## src/rtl/billiard_pkg.sv

```systemverilog
// Shared types and defaults for the white-ball cue controller: FSM states,
// charge-mirror width and the per-axis saturating step helper.
package billiard_pkg;

  typedef enum logic [1:0] {
    WAIT_REST = 2'd0,
    AIM       = 2'd1,
    RELEASE   = 2'd2,
    WAIT_MOVE = 2'd3
  } cue_state_t;

  localparam int DEF_MAX_STEPS      = 5;
  localparam int DEF_REST_FRAMES    = 4;
  localparam int DEF_TIMEOUT_FRAMES = 8;
  localparam int CHARGE_W           = 4;

  typedef struct packed {
    logic                       inc;
    logic                       dec;
    logic signed [CHARGE_W-1:0] next;
  } axis_step_t;

  // Opposing edges on one axis cancel; a saturated direction is silently dropped.
  function automatic axis_step_t axis_step(input logic signed [CHARGE_W-1:0] cur,
                                           input logic rise_inc,
                                           input logic rise_dec,
                                           input int   max_steps);
    axis_step_t r;
    r.inc  = 1'b0;
    r.dec  = 1'b0;
    r.next = cur;
    if (rise_inc && !rise_dec && (int'(cur) < max_steps)) begin
      r.inc  = 1'b1;
      r.next = cur + 4'sd1;
    end else if (rise_dec && !rise_inc && (int'(cur) > -max_steps)) begin
      r.dec  = 1'b1;
      r.next = cur - 4'sd1;
    end
    return r;
  endfunction

endpackage

```

## src/rtl/key_edge_detect.sv

```systemverilog
// Rising-edge detector for one keyboard key level; history clears on reset.
module key_edge_detect (
  input  logic clk,
  input  logic resetN,
  input  logic key,
  output logic rise
);

  logic key_q;
  logic key_d;

  always_comb key_d = key;

  always_ff @(posedge clk) begin
    if (resetN) key_q <= 1'b0;
    else        key_q <= key_d;
  end

  assign rise = key & ~key_q;

endmodule

```

## src/rtl/shot_cue_controller.sv

```systemverilog
// Turns key levels into single-cycle charge/release pulses for the ball-motion
// block, issuing commands only while the ball rests; mirrors the pending shot.
module shot_cue_controller
  import billiard_pkg::*;
#(
  parameter int MAX_STEPS      = DEF_MAX_STEPS,
  parameter int REST_FRAMES    = DEF_REST_FRAMES,
  parameter int TIMEOUT_FRAMES = DEF_TIMEOUT_FRAMES
) (
  input  logic                       clk,
  input  logic                       resetN,
  input  logic                       startOfFrame,
  input  logic                       keyUp,
  input  logic                       keyDown,
  input  logic                       keyLeft,
  input  logic                       keyRight,
  input  logic                       keyShoot,
  input  logic signed [10:0]         XspeedIN,
  input  logic signed [10:0]         YspeedIN,
  output logic                       chargeUp,
  output logic                       chargeDown,
  output logic                       chargeLeft,
  output logic                       chargeRight,
  output logic                       releaseBall,
  output logic                       ready,
  output logic signed [CHARGE_W-1:0] chargeX,
  output logic signed [CHARGE_W-1:0] chargeY,
  output logic [7:0]                 shotCount
);

  localparam int REST_W = $clog2(REST_FRAMES + 1);
  localparam int TMO_W  = $clog2(TIMEOUT_FRAMES + 1);

  logic rise_up, rise_down, rise_left, rise_right, rise_shoot;
  logic rest;

  key_edge_detect u_edge_up    (.clk(clk), .resetN(resetN), .key(keyUp),    .rise(rise_up));
  key_edge_detect u_edge_down  (.clk(clk), .resetN(resetN), .key(keyDown),  .rise(rise_down));
  key_edge_detect u_edge_left  (.clk(clk), .resetN(resetN), .key(keyLeft),  .rise(rise_left));
  key_edge_detect u_edge_right (.clk(clk), .resetN(resetN), .key(keyRight), .rise(rise_right));
  key_edge_detect u_edge_shoot (.clk(clk), .resetN(resetN), .key(keyShoot), .rise(rise_shoot));

  assign rest = (XspeedIN == 11'sd0) && (YspeedIN == 11'sd0);

  cue_state_t                 state_q, state_d;
  logic [REST_W-1:0]          rest_cnt_q, rest_cnt_d;
  logic [TMO_W-1:0]           tmo_cnt_q, tmo_cnt_d;
  logic signed [CHARGE_W-1:0] charge_x_q, charge_x_d;
  logic signed [CHARGE_W-1:0] charge_y_q, charge_y_d;
  logic [7:0]                 shot_cnt_q, shot_cnt_d;
  logic                       up_q, up_d, down_q, down_d;
  logic                       left_q, left_d, right_q, right_d;
  logic                       release_q, release_d;
  logic                       ready_q, ready_d;
  axis_step_t                 step_x, step_y;

  always_comb begin
    state_d    = state_q;
    rest_cnt_d = '0;
    tmo_cnt_d  = '0;
    charge_x_d = charge_x_q;
    charge_y_d = charge_y_q;
    shot_cnt_d = shot_cnt_q;
    up_d       = 1'b0;
    down_d     = 1'b0;
    left_d     = 1'b0;
    right_d    = 1'b0;
    release_d  = 1'b0;
    step_x     = axis_step(charge_x_q, rise_left, rise_right, MAX_STEPS);
    step_y     = axis_step(charge_y_q, rise_up, rise_down, MAX_STEPS);

    case (state_q)
      WAIT_REST: begin
        if (!rest) begin
          rest_cnt_d = '0;
        end else if (startOfFrame) begin
          if (int'(rest_cnt_q) + 1 >= REST_FRAMES) state_d = AIM;
          else rest_cnt_d = rest_cnt_q + REST_W'(1);
        end else begin
          rest_cnt_d = rest_cnt_q;
        end
      end
      AIM: begin
        // Motion takes priority: any key edges in that cycle are discarded.
        if (!rest) begin
          state_d = WAIT_REST;
        end else if (rise_shoot && (charge_x_q != '0 || charge_y_q != '0)) begin
          state_d    = RELEASE;
          release_d  = 1'b1;
          charge_x_d = '0;
          charge_y_d = '0;
          shot_cnt_d = shot_cnt_q + 8'd1;
        end else begin
          charge_x_d = step_x.next;
          charge_y_d = step_y.next;
          left_d     = step_x.inc;
          right_d    = step_x.dec;
          up_d       = step_y.inc;
          down_d     = step_y.dec;
        end
      end
      RELEASE: begin
        state_d = WAIT_MOVE;
      end
      WAIT_MOVE: begin
        if (!rest) begin
          state_d = WAIT_REST;
        end else if (startOfFrame) begin
          if (int'(tmo_cnt_q) + 1 >= TIMEOUT_FRAMES) state_d = WAIT_REST;
          else tmo_cnt_d = tmo_cnt_q + TMO_W'(1);
        end else begin
          tmo_cnt_d = tmo_cnt_q;
        end
      end
      default: state_d = WAIT_REST;
    endcase

    ready_d = (state_d == AIM);
  end

  always_ff @(posedge clk) begin
    if (resetN) begin
      state_q    <= WAIT_REST;
      rest_cnt_q <= '0;
      tmo_cnt_q  <= '0;
      charge_x_q <= '0;
      charge_y_q <= '0;
      shot_cnt_q <= '0;
      up_q       <= 1'b0;
      down_q     <= 1'b0;
      left_q     <= 1'b0;
      right_q    <= 1'b0;
      release_q  <= 1'b0;
      ready_q    <= 1'b0;
    end else begin
      state_q    <= state_d;
      rest_cnt_q <= rest_cnt_d;
      tmo_cnt_q  <= tmo_cnt_d;
      charge_x_q <= charge_x_d;
      charge_y_q <= charge_y_d;
      shot_cnt_q <= shot_cnt_d;
      up_q       <= up_d;
      down_q     <= down_d;
      left_q     <= left_d;
      right_q    <= right_d;
      release_q  <= release_d;
      ready_q    <= ready_d;
    end
  end

  assign chargeUp    = up_q;
  assign chargeDown  = down_q;
  assign chargeLeft  = left_q;
  assign chargeRight = right_q;
  assign releaseBall = release_q;
  assign ready       = ready_q;
  assign chargeX     = charge_x_q;
  assign chargeY     = charge_y_q;
  assign shotCount   = shot_cnt_q;

endmodule

```

## config.mk

```make
export PLATFORM = sky130hd
export DESIGN_NAME = shot_cue_controller
export DESIGN_NICKNAME = d
export VERILOG_FILES = /design/src/rtl/billiard_pkg.sv /design/src/rtl/key_edge_detect.sv /design/src/rtl/shot_cue_controller.sv
export SDC_FILE = /design/constraint.sdc
export NUM_CORES = 1
export LEC_CHECK = 0
export CORE_ASPECT_RATIO = 0.9
export CORE_MARGIN = 2
export CORE_UTILIZATION = 52
export DETAILED_ROUTE_END_ITERATION = 16
export PLACE_DENSITY = 0.91
export SLEW_MARGIN = 40
export SYNTH_ARGS = -nofsm -noshare
export SYNTH_HDL_FRONTEND = slang
export SYNTH_SLANG_ARGS = --single-unit
```

## constraint.sdc

```tcl
create_clock -name clk -period 5.2 [get_ports clk]
set_input_delay 1.04 -clock clk [delete_from_list [all_inputs] [get_ports clk]]
set_output_delay 1.04 -clock clk [all_outputs]
set_load 0.01 [all_outputs]
```

Word level (Yosys, flattened, before mapping). Index checks and enable logic that the tools add are counted.

Input port bits: 30. Register bits after elaboration: 36. Logic and storage cells: 101. Output and inout port bits: 22.

Reduce and logical (&&, ||, !) cells: 31. Bitwise gates (word level): 14. Equal/unequal tests: 4. Muxes and demuxes: 20. Add/sub/neg operators: 9. $lt $le $gt $ge: 6.

Operator list (count): 11-bit zero test (2); 4-bit two-way mux (5); 2-bit two-way mux (8); 1-bit logical AND (10); 5-bit two-way mux (2); 5-bit OR reduction (2); 1-bit inverter (9); 3-bit AND reduction (3); 3-bit OR reduction (3); 4-bit by 2-bit adder with 4-bit output, second input constant (2); 8-bit by 1-bit adder with 8-bit output, second input constant (1); 4-bit > comparator, second input constant (2); 4-bit < comparator, second input constant (2); 2-bit case mux with 4 select lines (1); 4-bit nonzero test (2); 4-bit by 2-bit subtractor with 4-bit output, second input constant (2); 3-bit nonzero test (2); 4-bit by 1-bit adder with 5-bit output, second input constant (1); 1-bit AND (5); 5-bit by 4-bit greater-or-equal comparator with 1-bit output, second input constant (1); 3-bit by 1-bit adder with 4-bit output, second input constant (1); 4-bit by 1-bit adder with 4-bit output, second input constant (1); 2-bit by 1-bit == test with 1-bit output, second input constant (2); 2-bit == test, second input constant (2); other kinds (8) (13).

Logic depth before layout (Yosys ltp). Gate-level depths: netlist (run 1).

Depth in word-level cells: 8. Gate-level depth with buffers: 7. Mapped depth without buffers: 7.

Hierarchy. From an unflattened synthesis (run 1), not the netlist that was laid out.

Cell total of the unflattened synthesis: 216. Area, all modules: 1965.6 sq um.

By module, submodules not included: shot_cue_controller (cells an instance 201, sequential area each 620.6 sq um, area each 1727.9 sq um, times used 1); key_edge_detect (cells an instance 3, sequential area each 20.0 sq um, area each 47.5 sq um, times used 5).

Least setup slack after synthesis (run 1). Ideal clock, no wire load.

Path kind: input -> register. From: input port XspeedIN[7]. To: register shot_cnt_q[3], in the netlist shotCount[3]. Required time: 5.130 ns. Stages: 7. Path buffers: 2. Library setup time: 0.070 ns. Arrival time: 3.322 ns. Slack: 1.807 ns. Cells stage by stage: or4_4 -> or4_1 -> buf_2 -> or3_4 -> buf_6 -> or4_1 -> a21oi_1.

Cells in the longest elaborated chain, start to end: 3.

Ends and longest elaborated chain: start, declared (line shot_cue_controller.sv:18) `input logic signed [10:0] XspeedIN,`; 11-bit zero test (line shot_cue_controller.sv:43) `assign rest = (XspeedIN == 11'sd0) && (YspeedIN == 11'sd0);`; 1-bit logical AND (line shot_cue_controller.sv:43); 3-bit AND reduction (no source line); end signal, assigned (line shot_cue_controller.sv:141) `shot_cnt_q <= shot_cnt_d;`; end, declared (line shot_cue_controller.sv:50) `logic [7:0] shot_cnt_q, shot_cnt_d;`.

Every way passes these cells. A chain may end at the register's enable or synchronous reset.

Worst setup path after layout (run 1).
From: input port YspeedIN[7]. To: register shot_cnt_q[3], in the netlist shotCount[3].

Cells in the longest elaborated chain, start to end: 3.

Ends and longest elaborated chain: start, declared (line shot_cue_controller.sv:19) `input logic signed [10:0] YspeedIN,`; 11-bit zero test (line shot_cue_controller.sv:43); 1-bit logical AND (line shot_cue_controller.sv:43); 3-bit AND reduction (no source line).

Every way passes these cells.

==> results.toml, run 1 <==
[clock_tree]
htree_levels = 2
cts.sinks = 36
cts_tree = "built"
clockBufferDepth = 2
post-cts-setup-buffer-count = 0
clkLatencyLatePin_ns = 0.29
cts_resized = 0
ctsRootBufferMaster = "clkbuf_8"
cts_buffers = 5
ctsHoldBuffers = 0
path_clk_slew_ns = 0.07

[logic_synthesis]
yosysUniqueCellTypes = 51
synth.largest_area_cell = "dfxtp_1"
ys_async_sr_fraction_pct = 0
synth_top_area_share_pct = 37.28
syn_nets = 265
ys_warn_count = 0
synth_area_per_cell_sq_um = 8.554
ys_seq_area_share_pct = 37.28
syn_area_sq_mm = 0.001933
ys.flop_type = "dfxtp_1"
synthTopCellsByCount = "dfxtp_1 (36), a21oi_1 (17), nor2_1 (14), nand3_1 (11), nor3_1 (11)"
synth.area.top_cells = "dfxtp_1 (37%), ha_1 (5.8%), a21oi_1 (4.4%), nand2b_1 (2.9%), nor2b_1 (2.9%)"
yosysMostFrequentCell = "dfxtp_1"
syn_inst = 226
synth-seq-cells = 36
synth-edff-count = 0

[setup_path]
cp-endpoint = "shotCount[3]"
cp_max_fo = 10
rr_worst_depth = 6
start_kind = "input pin"
crit_start = "YspeedIN[7]"
cpMostUsedCell = "or4_1"
critPathCaptureType = "flop"
arrival_ns = 3.81
slowest_stage = "or4_1"
crit_required_ns = 5.42
reg2reg_from = "chargeY[1]"
rrSetupSlack_ns = 2.70
crit_type = "in2reg"
slowest_delay_ns = 0.65
crit_chain = "clkdlybuf4s50_1 -> or4_4 -> or4_1 -> or3_4 -> or4_1 -> a21oi_1"
r2r_end = "shotCount[6]"

[sta]
hold_viol_final = 0
fmax_mhz = 278.7
fin_tns_setup_ns = 0
worstMarginPinSlew_ns = 0.7963
drv_slew = 0
post-route-period-util_pct = 68.99
rsz0062_at_grt = "false"
relSlewSlack_pct = 46.47
post-route-min-period_ns = 3.588
setup_viol = 0
fin_skew_ns = 0.005058

[layout]
fin_area_sq_mm = 0.002554
nets = 316
diodes = 0
fillers = 291
area_growth_pct = 32.10
drive_above_1_share_pct = 7.220

[placed_design]
placed_area_sq_mm = 0.002476
hpwl_microns = 3562
place.gp.congestion = 0.8420
port_buffers = 51

[die]
io_pins = 52
start_util_pct = 52.93
num_rows = 21
die_h_microns = 61.84
core_sq_mm = 0.003652
dieArea_sq_mm = 0.004222
fp.dieW_microns = 68.27

[drt]
vias = 1908
drtPass1Iterations = 4
drt_iter0_markers = 171
drtAntennaViolNets = 0
routed_via_density = 5.907
drc = 0
wl_per_cell_microns = 14.55
routed_wl_microns = 4699

[worst_hold_path]
min_path_cells = 2
holdCritPathClass = "reg2reg"

[global_routing]
grt_use_met3_pct = 5.405
grt_pass1_wl_microns = 7527
top_usage_layer = "met2"
antenna_found_initial = 0
grt_pass1_vias = 1718
overflow = 0
grt_util_met1_pct = 29.43
grt_usage_pct = 24.09
use_met2_pct = 41.33
grt_max_degree = 33

[power_and_ir_drop]
vdd_drop_max_mv = 0.1505
p_per_area_mw_per_mm2 = 201.1
leakage_nw = 0.8853

[job]
drv_cap = 0

[status]
outcome = "finished, final reports clean"
## cell usage in the layout, fill, tap and decap left out, types with 2 or more instances in the layout
cell / netlist / layout
and3_1: 8 / 8
nor2b_1: 9 / 9
o21ai_0: 9 / 9
clkdlybuf4s50_1: 0 / 51
or4_1: 7 / 7
or4_4: 2 / 2
nor4_1: 5 / 5
a211o_1: 2 / 2
nor3b_1: 3 / 3
a21oi_1: 17 / 17
nand2b_1: 9 / 9
nand4_1: 7 / 7
nor3_1: 11 / 11
nand3b_1: 3 / 3
a31o_2: 2 / 2
or2_2: 3 / 3
nand2_1: 10 / 10
nand3_1: 11 / 11
nor2_1: 14 / 14
dfxtp_1: 36 / 36
inv_1: 8 / 8
a211oi_1: 4 / 4
ha_1: 9 / 9
clkbuf_8: 0 / 5
mux2i_1: 5 / 5
## metrics by stage
stage | hold WS, ns | setup WS, ns | cells | utilization [%] | power, mW
2_1_floorplan | 0.4619 | 1.807 | 226 | - | 0.3065
3_3_place_gp | 0.4671 | 1.373 | 316 | 67.63 | 0.3324
3_5_place_dp | 0.4919 | 1.330 | 316 | 67.80 | 0.3345
4_1_cts | 0.5011 | 1.629 | 323 | 69.92 | 0.5155
5_1_grt | 0.5328 | 1.524 | 323 | 69.92 | 0.5316
6_report | 0.5049 | 1.612 | 323 | 69.92 | 0.5136
## critical path: cells and delay by family
family	cells	cell delay (ns)
compound gates	1	0.15
buf+inv	1	0.42
simple gates	4	2.19
## registers in the layout, summed over array words and instances (netlist names), 2 cells and up
register and flops:
shotCount 8, tmo_cnt_q 4, rest_cnt_q 3, chargeX 4, state_q 2, chargeY 4
## routing by layer
metal	wire [microns]	part of all wire (%)	vias to the layer above
li1	-	-	953
met1	2058	44	874
met2	2260	48	69
met3	289	6.2	12
met4	90	1.9	0
met5	0	0	-
## worst min-delay path by stage
stage | startpoint | endpoint | slack, ns
final | shotCount[5] | shotCount[5] | 0.50
after detailed placement | shotCount[5] | shotCount[5] | 0.49
after CTS | shotCount[5] | shotCount[5] | 0.50
after floorplan | rest_cnt_q[1] | rest_cnt_q[1] | 0.46
after global routing | shotCount[3] | shotCount[3] | 0.53
after global placement | shotCount[7] | shotCount[7] | 0.47
## kinds of logic after synthesis
kind of cell / count (synthesis) / synth area share, %
DFF: 36 / 37.28
AOI/OAI and AO/OA: 50 / 17.09
buffers and inverters: 16 / 3.560
xor gates and xnor gates: 1 / 0.4532
and+or+nand+nor: 108 / 32.62
muxes: 6 / 3.172
adders and majority gates: 9 / 5.825
## cell type report
cell class,count,area [sq um],area share (%)
sequential,36,720.7,28.22
clock buffer,6,72.57,2.842
timing repair buffer,52,518.0,20.28
tap,46,57.56,2.254
multi-input combinational,174,1150,45.03
clock inverter,1,5.005,0.1960
inverter,8,30.03,1.176
## where the power goes
| part | leakage, nW | internal (mW) | switching [mW] |
|---|---|---|---|
| registers | 0.291 | 0.278 | 0.000837 |
| logic | 0.553 | 0.0292 | 0.0210 |
| clock network | 0.0410 | 0.0910 | 0.0939 |
Note: power is estimated with default switching activity, not from simulation.
==> run 2, diff against run 1 <==
- CORE_UTILIZATION: 52 -> 43
- PLACE_DENSITY: 0.91 -> 0.81
- clock period: 5.2 -> 3.15 ns (I/O delays scaled with it)
==> run 2 against run 1 <==
Compared with the run above:
- final cell count rose by 9.3%
- cell area rose by 4.7%
- clock power rose by 64%
- critical endpoint is now rest_cnt_q[2]
==> results.toml, run 2 (synthesis gave the netlist of run 1 again) <==
[status]
outcome = "finished, final reports clean"

[sta]
fin_skew_ns = 0.006637
post-route-min-period_ns = 2.980
rsz0062_at_grt = "false"
drv_slew = 0
relSlewSlack_pct = 60.25
fmax_mhz = 335.6
hold_ws_ns = 0.4881
setup_viol = 0
hold_viol_final = 0
worstMarginPinSlew_ns = 0.5923
post-route-period-util_pct = 94.59

[die]
core_sq_mm = 0.004374
dieArea_sq_mm = 0.005049
io_pins = 52
start_util_pct = 44.19
die_h_microns = 67.61
num_rows = 23
fp.dieW_microns = 74.68

[placed_design]
place.gp.congestion = 0.8809
place_inst = 346
hpwl_microns = 3626
port_buffers = 51

[drt]
drt_iter0_markers = 150
routed_wl_microns = 4736
drc = 0
drtAntennaViolNets = 0
drtPass1Iterations = 4
wl_per_cell_microns = 13.42
routed_via_density = 5.518
vias = 1948

[layout]
final_cell_mix = "clkdlybuf4s50_1 (51), dfxtp_1 (36), a21oi_1 (17)"
multi_input_area_sq_mm = 0.001144
drive_above_1_share_pct = 11.34
nets = 330
fillers = 408
register_area_sq_um = 720.7
final_cells = 353
final_common_cell = "clkdlybuf4s50_1"
area_growth_pct = 38.25
largest_register_ffs = 8
diodes = 0
post-route-util_pct = 61.10

[job]
drv_cap = 0

[setup_path]
crit_type = "in2reg"
cp_max_fo = 3
crit_required_ns = 3.35
cpMostUsedCell = "or4_1"
crit_chain = "clkdlybuf4s50_1 -> or4_4 -> or4_1 -> or2_2 -> or4_1 -> nor3b_1"
start_kind = "input pin"
slowest_stage = "or4_1"
arrival_ns = 3.17
slowest_delay_ns = 0.58
critPathCaptureType = "flop"

[power_and_ir_drop]
p_seq_share_pct = 54.2
p_per_area_mw_per_mm2 = 317.3
p_sw_share_pct = 22.25
leakage_nw = 0.9503
p_comb_share_pct = 9.9
vdd_drop_max_mv = 0.2357
p_sw_mw = 0.1887
p_int_mw = 0.6593
clock_power_share_pct = 35.9

[clock_tree]
clkLatencyLatePin_ns = 0.28
post-cts-setup-buffer-count = 0
cts.sinks = 36
cts_buffers = 5
path_clk_slew_ns = 0.07
cts_resized = 0
ctsRootBufferMaster = "clkbuf_8"
cts_tree = "built"
clockBufferDepth = 2
ctsHoldBuffers = 0
htree_levels = 2

[global_routing]
overflow = 0
use_met2_pct = 33.41
grt_pass1_wl_microns = 7900
antenna_found_initial = 0
grt_util_met1_pct = 26.00
grt_usage_pct = 20.12
grt_pass1_vias = 1830
grt_max_degree = 23
grt_use_met3_pct = 3.731
top_usage_layer = "met2"

[worst_hold_path]
holdCritPathClass = "reg2reg"
run 2: cell count changes in the layout (fill, tap and decap cells not counted), sizes merged:
cell  previous run  this run
buf              1        15
run 2: path summary, 6_finish.rpt:
check                             startpoint             to  slack [ns]  depth (start not counted)
worst min register to register  shotCount[7]   shotCount[7]        0.49                          2
worst max register to register    chargeY[0]   shotCount[7]        0.96                          7
worst max-delay path             XspeedIN[7]  rest_cnt_q[2]        0.17                          6
worst min-delay path            shotCount[7]   shotCount[7]        0.49                          2
run 2: layer usage:
layer  wire (microns)  vias up
met4               91        0
met2             2202       63
met1             2163      896
met5                0        -
li1                 -      979
met3              279       10
run 2: critical path, delay by kind of cell:
kind | cells | cell delay (ns)
buffers and inverters | 1 | 0.40
AND/OR/NAND/NOR | 5 | 2.15
run 2: per-stage QoR:
step	power (mW)	instance area [sq um]	setup slack, ns	setup TNS, ns
after floorplan	0.5060	1933	0.1672	0
after global placement	0.5521	2595	-0.07841	-0.1506
after detailed placement	0.5539	2595	-0.1214	-0.2443
after CTS	0.8566	2673	0.1644	0
after global routing	0.8874	2673	0.06901	0
final	0.8480	2673	0.1704	0
run 2: layout make-up:
| class | count | share of cell area (%) |
|---|---|---|
| Clock buffer | 6 | 2.715 |
| Clock inverter | 1 | 0.1873 |
| Inverter | 8 | 1.124 |
| Multi-Input combinational cell | 174 | 42.79 |
| Sequential cell | 36 | 26.97 |
| Tap cell | 62 | 2.903 |
| Timing Repair Buffer | 66 | 23.31 |
run 2: power groups by stage:
stage | logic, mW | registers (mW) | clock network (mW)
finish | 0.0841 | 0.460 | 0.304
global route | 0.0920 | 0.460 | 0.336
CTS | 0.0842 | 0.460 | 0.313
detailed placement | 0.0837 | 0.470 | 0
global placement | 0.0822 | 0.470 | 0
floorplan | 0.0363 | 0.470 | 0
==> run 3, diff against run 2 <==
- CORE_ASPECT_RATIO: 0.9 -> default
- clock period: 3.15 -> 2.6 ns (I/O delays scaled with it)
==> run 3 against run 2 <==
Compared with the run above:
- clock power rose by 34%
- final cell count decreased by 0.57%
- flip-flop and latch count stayed put
- clock-buffer cell count rose by 2
- via count increased by 0.31%
- total power up 25%
- critical endpoint is now shotCount[3]
- highest routed layer unchanged
- critical path depth stayed put
- cell area is 2.5% higher
- clock skew up 0.00089 ns
- utilization up 1.8 points
==> results.toml, run 3 (synthesis gave the netlist of run 1 again) <==
[status]
outcome = "finished, final reports clean"

[layout]
nets = 337
area_growth_pct = 41.75
diodes = 0
largest_register_ffs = 8
final_common_cell = "dfxtp_1"
final_cells = 351
final_cell_mix = "dfxtp_1 (36), clkdlybuf4s50_1 (35), buf_4 (21)"
drive_above_1_share_pct = 18.39
fillers = 380

[power_and_ir_drop]
total_power_mw = 1.062
p_per_area_mw_per_mm2 = 387.5
leakage_nw = 1.017
vdd_drop_max_mv = 0.2025

[sta]
fin_tns_setup_ns = 0
relSlewSlack_pct = 70.76
worstMarginPinSlew_ns = 0.4360
fmax_mhz = 391.6
setup_viol = 0
hold_viol_final = 0
post-route-period-util_pct = 98.22
rsz0062_at_grt = "false"
drv_slew = 0
fin_ws_ns = 0.04628
hold_ws_ns = 0.4961
fin_skew_ns = 0.007528
post-route-min-period_ns = 2.554

[setup_path]
crit_chain = "clkdlybuf4s50_1 -> or4_1 -> or2_2 -> or3_4 -> or4_4 -> a21oi_2"
path_buf_inv = 1
arrival_ns = 2.77
slowest_stage = "or4_1"
slowest_delay_ns = 0.55
rrSetupSlack_ns = 0.60
crit_start = "XspeedIN[1]"
crit_required_ns = 2.82
critPathTopFamily = "simple AND/OR/NAND/NOR gates"
start_kind = "input pin"
crit_type = "in2reg"
reg2reg_from = "chargeY[0]"
critPathCaptureType = "flop"
cp_max_fo = 3

[global_routing]
grt_pass1_vias = 1810
grt_max_degree = 16
antenna_found_initial = 0
grt_pass1_wl_microns = 7803
grt_usage_pct = 19.01
overflow = 0

[drt]
wl_met2_microns = 2272
wl_met3_microns = 206
routed_wl_microns = 4643
wl_met1_microns = 2127
maxUsedRoutingLayer = "met4"
drt_iter0_markers = 85
drtPass1Iterations = 5
drtAntennaViolNets = 0
vias = 1954
routed_via_density = 5.567
wl_per_cell_microns = 13.23
drc = 0

[clock_tree]
htree_levels = 2
path_clk_slew_ns = 0.07
ctsRootBufferMaster = "clkbuf_8"
cts_tree = "built"
cts.sinks = 36
clkLatencyLatePin_ns = 0.29
clockBufferDepth = 2
cts_buffers = 5

[die]
io_pins = 52
num_rows = 24
die_h_microns = 71.05
fp.dieW_microns = 71.05
core_sq_mm = 0.004354
dieArea_sq_mm = 0.005048
start_util_pct = 44.40

[job]
drv_cap = 0

[placed_design]
hpwl_microns = 3538
port_buffers = 51
place.gp.congestion = 0.8083
place_inst = 341
dp_worst_setup_slack_ns = -0.4607

[worst_hold_path]
holdCritPathClass = "reg2reg"
hold_start = "shotCount[7]"
==> run 3: path summary, 6_finish.rpt <==
kind / to / depth (start not counted)
max: shotCount[3] / 6
min: shotCount[7] / 2
max reg2reg: shotCount[1] / 7
min reg2reg: shotCount[7] / 2
==> run 3: tightest hold or removal path, stage by stage (launching register included) <==
cell and delay [ns]:
dfxtp_1 0.32, o21ai_0 0.07, a21oi_1 0.06
==> run 3: metal layers <==
layer  GRT usage [%]  vias to the layer above
met5               0                        -
met4           3.564                        0
met3           4.843                        6
met2           33.23                       45
met1           23.87                      910
li1                -                      993
==> run 3: per-stage QoR <==
| step | util (%) | area (sq um) |
|---|---|---|
| 6_report | 62.93 | 2740 |
| 4_1_cts | 63.13 | 2749 |
| 2_1_floorplan | - | 1959 |
| 3_5_place_dp | 60.63 | 2640 |
| 5_1_grt | 62.93 | 2740 |
| 3_3_place_gp | 60.63 | 2640 |
==> run 3: final cells by class <==
class	instances	area (sq um)	area share, %
Tap cell	52	65.06	2.374
Sequential cell	36	720.7	26.30
Multi-Input combinational cell	174	1186	43.29
Inverter	8	30.03	1.096
Clock buffer	8	90.09	3.288
Timing Repair Buffer	73	648.1	23.65
==> run 3: what timing repair did <==
| action | in CTS | in global routing |
|---|---|---|
| setup endpoints to repair | 21 | 6 |
| gates resized for setup | 24 | 17 |
| endpoints found under the hold margin | 0 | 0 |
| setup buffers | 2 | 0 |
| hold buffers | 0 | 0 |
| pin swaps | 8 | 7 |
==> run 3: power breakdown <==
| group | internal [mW] | switching (mW) |
|---|---|---|
| Sequential | 0.555 | 0.00148 |
| Clock | 0.216 | 0.191 |
| Combinational | 0.0559 | 0.0425 |
